<file path="src/rtl/multicycle_ctrl.sv">
// multicycle_ctrl: multicycle control FSM (fetch/decode/exec/mem/wb) for a 32-bit datapath
// Inputs : clk, reset (async, active-high), instr (IR contents), zero (ALU flag),
//          mem_ready (shared memory port completes this cycle)
// Outputs: mem_req/mem_we/iord (memory handshake), irwrite/pcwrite (IR/PC enables),
//          regwrite, memtoreg, alusrc, regdst, pcsrc, jump, jrsrc, jalsrc, alucontrol,
//          halted, and illegal when CTRL_TRAP_EN is defined (undefined encodings trap to HALT;
//          otherwise they retire as a NOP through WB).
module multicycle_ctrl #(
  parameter int N = 32
) (
  input  logic         clk,
  input  logic         reset,
  input  logic [N-1:0] instr,
  input  logic         zero,
  input  logic         mem_ready,
  output logic         mem_req,
  output logic         mem_we,
  output logic         iord,
  output logic         irwrite,
  output logic         pcwrite,
  output logic         regwrite,
  output logic         memtoreg,
  output logic         alusrc,
  output logic         regdst,
  output logic         pcsrc,
  output logic         jump,
  output logic         jrsrc,
  output logic         jalsrc,
  output logic [3:0]   alucontrol,
  output logic         halted
`ifdef CTRL_TRAP_EN
  ,
  output logic         illegal
`endif
);
  typedef enum logic [2:0] {S_FETCH, S_DECODE, S_EXEC, S_MEMRD, S_MEMWR, S_WB, S_HALT} state_t;
  state_t r_state, w_next;
  logic [5:0] w_op;
  logic [4:0] w_funct;
  logic w_ralu, w_jr, w_lw, w_sw, w_beq, w_addi, w_j, w_jal, w_halt, w_legal, w_mem_alu;
  logic w_unused;
  assign w_op      = instr[31:26];
  assign w_funct   = instr[4:0];
  assign w_unused  = ^instr[25:5];
  assign w_ralu    = w_op == 6'b000000 && !w_funct[4];
  assign w_jr      = w_op == 6'b000000 && w_funct == 5'b10000;
  assign w_lw      = w_op == 6'b100011;
  assign w_sw      = w_op == 6'b101011;
  assign w_beq     = w_op == 6'b000100;
  assign w_addi    = w_op == 6'b001000;
  assign w_j       = w_op == 6'b000010;
  assign w_jal     = w_op == 6'b000011;
  assign w_halt    = w_op == 6'b111111;
  assign w_mem_alu = w_lw || w_sw || w_addi;
  assign w_legal   = w_ralu || w_jr || w_mem_alu || w_beq || w_j || w_jal || w_halt;
  always_ff @(posedge clk or posedge reset)
    if (reset) r_state <= S_FETCH;
    else       r_state <= w_next;
`ifdef CTRL_TRAP_EN
  logic r_illegal;
  // Set on the same edge that enters HALT, so it rises together with halted.
  always_ff @(posedge clk or posedge reset)
    if (reset) r_illegal <= 1'b0;
    else if (r_state == S_DECODE && !w_legal) r_illegal <= 1'b1;
  assign illegal = r_illegal;
`endif
  // Outputs are forced low while reset is held so an in-flight request drops at once.
  always_comb begin
    w_next     = r_state;
    mem_req    = 1'b0;
    mem_we     = 1'b0;
    iord       = 1'b0;
    irwrite    = 1'b0;
    pcwrite    = 1'b0;
    regwrite   = 1'b0;
    memtoreg   = 1'b0;
    alusrc     = 1'b0;
    regdst     = 1'b0;
    pcsrc      = 1'b0;
    jump       = 1'b0;
    jrsrc      = 1'b0;
    jalsrc     = 1'b0;
    alucontrol = 4'b0000;
    halted     = 1'b0;
    if (!reset) case (r_state)
      S_FETCH: begin
        mem_req = 1'b1;
        irwrite = mem_ready;
        w_next  = mem_ready ? S_DECODE : S_FETCH;
      end
`ifdef CTRL_TRAP_EN
      S_DECODE: w_next = (w_halt || !w_legal) ? S_HALT : S_EXEC;
`else
      S_DECODE: w_next = w_halt ? S_HALT : w_legal ? S_EXEC : S_WB;
`endif
      S_EXEC: begin
        alusrc     = w_mem_alu;
        alucontrol = w_ralu ? instr[3:0] : w_beq ? 4'b0110 : w_mem_alu ? 4'b0010 : 4'b0000;
        pcsrc      = w_beq && zero;
        jump       = w_j || w_jal;
        jalsrc     = w_jal;
        regwrite   = w_jal;
        jrsrc      = w_jr;
        pcwrite    = w_jr || w_beq || w_j || w_jal;
        w_next     = w_lw ? S_MEMRD : w_sw ? S_MEMWR : (w_ralu || w_addi) ? S_WB : S_FETCH;
      end
      S_MEMRD, S_MEMWR: begin
        mem_req    = 1'b1;
        iord       = 1'b1;
        alusrc     = 1'b1;
        alucontrol = 4'b0010;
        mem_we     = r_state == S_MEMWR;
        pcwrite    = r_state == S_MEMWR && mem_ready;
        w_next     = !mem_ready ? r_state : r_state == S_MEMWR ? S_FETCH : S_WB;
      end
      S_WB: begin
        regwrite   = w_ralu || w_lw || w_addi;
        pcwrite    = 1'b1;
        regdst     = w_ralu;
        memtoreg   = w_lw;
        alusrc     = w_lw || w_addi;
        alucontrol = w_ralu ? instr[3:0] : (w_lw || w_addi) ? 4'b0010 : 4'b0000;
        w_next     = S_FETCH;
      end
      S_HALT: halted = 1'b1;
      default: w_next = S_FETCH;
    endcase
  end
endmodule

</file>
<file path="config.mk">
export PLATFORM = sky130hd
export DESIGN_NAME = multicycle_ctrl
export DESIGN_NICKNAME = d
export VERILOG_FILES = /design/src/rtl/multicycle_ctrl.sv
export SDC_FILE = /design/constraint.sdc
export NUM_CORES = 1
export LEC_CHECK = 0
export CAP_MARGIN = 20
export CORE_MARGIN = 2
export CORE_UTILIZATION = 37
export CTS_CLUSTER_DIAMETER = 80
export DETAILED_ROUTE_END_ITERATION = 10
export HOLD_SLACK_MARGIN = 0.15
export PLACE_DENSITY = 0.95
export SETUP_SLACK_MARGIN = 0.15
export SYNTH_ARGS = -nofsm -noshare
export SYNTH_HDL_FRONTEND = slang
export SYNTH_SLANG_ARGS = --single-unit
</file>
<file path="constraint.sdc">
create_clock -name clk -period 2.9 [get_ports clk]
set_clock_uncertainty 0.2 [all_clocks]
set_input_delay 0.58 -clock clk [delete_from_list [all_inputs] [get_ports clk]]
set_output_delay 0.58 -clock clk [all_outputs]
set_load 0.01 [all_outputs]
</file>
==> Flow_metrics.wiki, run 1 <==
{| class="wikitable"
! Metric !! Value
|-
| Wirelength, routed || 3620 µm
|-
| CTS Hold Bufs || 0
|-
| Highest fanout seen on the critical path || 8
|-
| Critical Path Source Type || primary input
|-
| Cell area power density || 408 mW/mm²
|-
| Seq/Total Area, Yosys || 0.101
|-
| Arrival @ worst endpoint || 1920 ps
|-
| Average cell area after synthesis || 6.81 µm²
|-
| Flip-flop count of the largest register after layout || 3
|-
| Cell taking the most area after synthesis || sky130_fd_sc_hd__dfrtp_1
|-
| Final routed wire length divided by cell count || 18.2 µm
|-
| Chip Height || between 40 and 50 µm
|-
| Number of antenna violations at the first check in global routing || 0
|-
| Aggregate global-route resource usage || 0.287
|-
| Vias post-DR || ~1300
|-
| Reg-to-reg slack, setup || 1090 ps
|-
| Detailed Place HPWL || ~2500 µm
|-
| Worst relative slew slack || 0.702
|-
| Buf/Inv on CP || 3
|-
| Worst setup slack after layout || just over 200 ps
|-
| Distinct cells, synth || 46
|-
| Via count of the first global-routing pass || between 1000 and 1500
|-
| Leading post-synthesis cells by cell area || sky130_fd_sc_hd__dfrtp_1 10%, sky130_fd_sc_hd__buf_6 7.6%, sky130_fd_sc_hd__nor2_1 7.6%
|-
| Initial standard-cell utilization of the core || 0.386
|-
| Number of flip-flops and latches in the synthesized netlist || 3
|-
| Worst VDD drop || 363 µV
|-
| Share of the synthesized area in the top cell type || 0.101
|-
| PortBufs || 32
|-
| Area delta synth->final || 87.9%
|-
| Result of the run || finished, final reports clean
|-
| Global-route congestion overflow total || 0
|-
| Final-stage net count || 209
|-
| Most instantiated flip-flop cell in the synthesis netlist || sky130_fd_sc_hd__dfrtp_1
|-
| Final period util || 0.930
|-
| Area taken by flip-flops and latches || 76.3 µm²
|-
| Layout cells sized above 1 || 0.419
|-
| Max Root-Sink Buffers || 2
|-
| DRC || 0
|-
| Synthesized netlist net count || 145
|-
| Site Rows || 16
|-
| Clock latency of the later-clocked register in the worst-skew pair || 240 ps
|-
| Critical-path cell list || buf_4 -> or4_4 -> nor3b_4 -> buf_4 -> and4_4 -> buf_6
|-
| Maximum number of pins on one net before global-route repair || 13
|-
| Routed met1 length || 1290 µm
|-
| Sum of met3 wire segment lengths after detailed routing || 283 µm
|-
| Area occupied by multi-input gates || 674 µm²
|-
| Unrepaired setup endpoints after global routing || false
|-
| Post-Place Setup Slack || -646 ps
|-
| Core outline area || 0.00192 mm²
|-
| Instance count after placement with tap cells included || 190
|-
| Chip Width || 48.8 µm
|-
| Type of the tightest min-delay check || flip-flop to flip-flop
|-
| Count of pins on the block boundary || 54
|-
| Post-Syn Instances || between 100 and 150
|-
| Pwr Total || 0.568 mW
|-
| Leakage power total || 0.720 nW
|-
| Clock buffer count from CTS || 3
|-
| Hold Violations, Final || 0
|-
| Via/cell ratio || 6.35
|-
| Total inserted antenna cells || 0
|-
| Number of flops mapped to enable cells by yosys || 0
|-
| Maximum clock frequency || 371 MHz
|-
| Most numerous cell on the critical path || sky130_fd_sc_hd__buf_4
|-
| Highest cell delay on the worst timing path || roughly 500 ps
|-
| Weighted congestion at the end of routability-driven global placement || ~0.9
|-
| Number of H-tree levels || 1
|-
| Length of the first detailed-routing pass in iterations || 7
|-
| Clk pin slew, worst setup/hold paths || 40 ps
|-
| Slowest stage cell on the critical path || sky130_fd_sc_hd__or4_4
|-
| Required time at the worst-slack endpoint || approximately 2100 ps
|-
| Remaining number of nets flagged by the antenna check after routing || 0
|-
| Clock tree from TritonCTS || done
|-
| Final max-slew violation count || 0
|-
| Die outline area || between 0.002 and 0.0025 mm²
|-
| Count of synthesis-stage warnings from yosys || 0
|-
| Total of endpoints with negative setup slack in the final report || 0
|-
| Critical path capture point type || output port
|-
| MaxCap Viol Count || 0
|-
| Fillers || 144
|-
| Routed length on met2 || 1840 µm
|-
| Fraction of registers with async set or reset after synthesis || 1.00
|-
| Area of the mapped netlist || 742 µm²
|-
| Worst Max-Slew Pin Slew || 443 ps
|-
| Global-route wire length before repair || between 5000 and 6000 µm
|-
| Class of the most critical setup path || primary input to output port
|-
| Sum Neg Setup Slack || 0 ps
|-
| Regs by FF count || r_state: 3 flops
|-
| Top register by number of flip-flops || r_state
|-
| Final hold slack || 454 ps
|-
| Fin cells || 199
|-
| Final worst path period need || 2700 ps
|-
| CTS root buf || sky130_fd_sc_hd__clkbuf_4
|-
| CTS sink count || 3
|-
| Kind of cell adding the most delay to the critical path || simple AND/OR/NAND/NOR gates
|-
| Highest layer used for signal routing || met4
|-
| Starting DRT DRC Count || 71
|}
[cells in the final DEF (no fill, tap or decap), types with 4 or more instances in the layout]
master and instances:
sky130_fd_sc_hd__buf_4 34, sky130_fd_sc_hd__nor2_1 11, sky130_fd_sc_hd__dlygate4sd2_1 8, sky130_fd_sc_hd__and3_1 7
sky130_fd_sc_hd__dlymetal6s2s_1 7, sky130_fd_sc_hd__buf_2 7, sky130_fd_sc_hd__a21oi_1 6, sky130_fd_sc_hd__nand2_1 5
sky130_fd_sc_hd__clkdlybuf4s50_1 5, sky130_fd_sc_hd__buf_6 5, sky130_fd_sc_hd__inv_1 4, sky130_fd_sc_hd__nand4_1 4
[what timing repair did]
action,CTS,global route
buffers inserted,5,0
pin swaps,9,8
gates resized for setup,70,23
setup endpoints to repair,16,12
[per-layer routing]
| layer | vias up | track usage |
|---|---|---|
| met1 | 589 | 0.320 |
| met3 | 28 | 0.0429 |
| met5 | - | 0 |
| met4 | 0 | 0.152 |
| met2 | 101 | 0.521 |
| li1 | 545 | - |
[final timing paths]
check | start | end | cells after the start
worst max register to register | r_state[2] | r_state[0] | 5
worst min-delay path | r_state[1] | r_state[1] | 1
worst min register to register | r_state[1] | r_state[1] | 1
min in group asynchronous | reset | r_state[0] | 4
max in group asynchronous | reset | r_state[1] | 4
worst max-delay path | instr[31] | pcsrc | 6
[worst reg2reg max path, stage by stage (launching register included)]
cell                       delay [ps]
sky130_fd_sc_hd__dfrtp_1          420
sky130_fd_sc_hd__buf_4            180
sky130_fd_sc_hd__nand2b_1         210
sky130_fd_sc_hd__nor4_1           420
sky130_fd_sc_hd__a21oi_1          150
sky130_fd_sc_hd__o311ai_1         120
[cell type report]
cell class / count / area share
flip-flops and latches: 3 / 0.0548
inverters: 5 / 0.0135
clock buffers: 4 / 0.0189
multi-input cells: 93 / 0.484
well taps: 27 / 0.0242
repair buffers: 67 / 0.405
[kinds of logic after synthesis]
family | Yosys count | share of synthesized area
and+or+nand+nor | 58 | 0.443
AOI/OAI and AO/OA | 35 | 0.336
buffers and inverters | 13 | 0.120
DFF | 3 | 0.101
[power by group]
part           internal [mW]  switching [mW]  total (mW)
Clock                 0.0518          0.0249      0.0767
Sequential            0.0586          0.0213      0.0799
Combinational          0.183           0.228       0.412
Total                  0.294           0.274       0.568
[cells in the mapped netlist (2+ instances only)]
cell,number
sky130_fd_sc_hd__nor4_1,4
sky130_fd_sc_hd__o22ai_1,2
sky130_fd_sc_hd__a31oi_1,2
sky130_fd_sc_hd__inv_1,4
sky130_fd_sc_hd__nor3_1,3
sky130_fd_sc_hd__or2_2,2
sky130_fd_sc_hd__nor2_1,15
sky130_fd_sc_hd__or3_1,2
sky130_fd_sc_hd__nand3_1,3
sky130_fd_sc_hd__a21o_1,2
sky130_fd_sc_hd__a21oi_1,8
sky130_fd_sc_hd__nor2b_1,3
sky130_fd_sc_hd__dfrtp_1,3
sky130_fd_sc_hd__o211ai_1,2
sky130_fd_sc_hd__nand2_1,5
sky130_fd_sc_hd__buf_6,5
sky130_fd_sc_hd__o21ai_0,3
sky130_fd_sc_hd__nand4_1,4
sky130_fd_sc_hd__and3_1,7
sky130_fd_sc_hd__nand2b_1,2
sky130_fd_sc_hd__o21a_1,3
[metrics by stage]
step | cell area, µm² | utilization
2_1_floorplan | 742 | -
3_3_place_gp | 1250 | 0.651
3_5_place_dp | 1250 | 0.651
4_1_cts | 1340 | 0.699
5_1_grt | 1390 | 0.725
6_report | 1390 | 0.725
(Power assumes the default switching activity.)
==> inputs of run 2 (changes only) <==
CTS_CLUSTER_DIAMETER = 200   (was 80)
==> results of run 2 <==
Same layout as run 1: the final DEF is identical, and so are final timing and power.
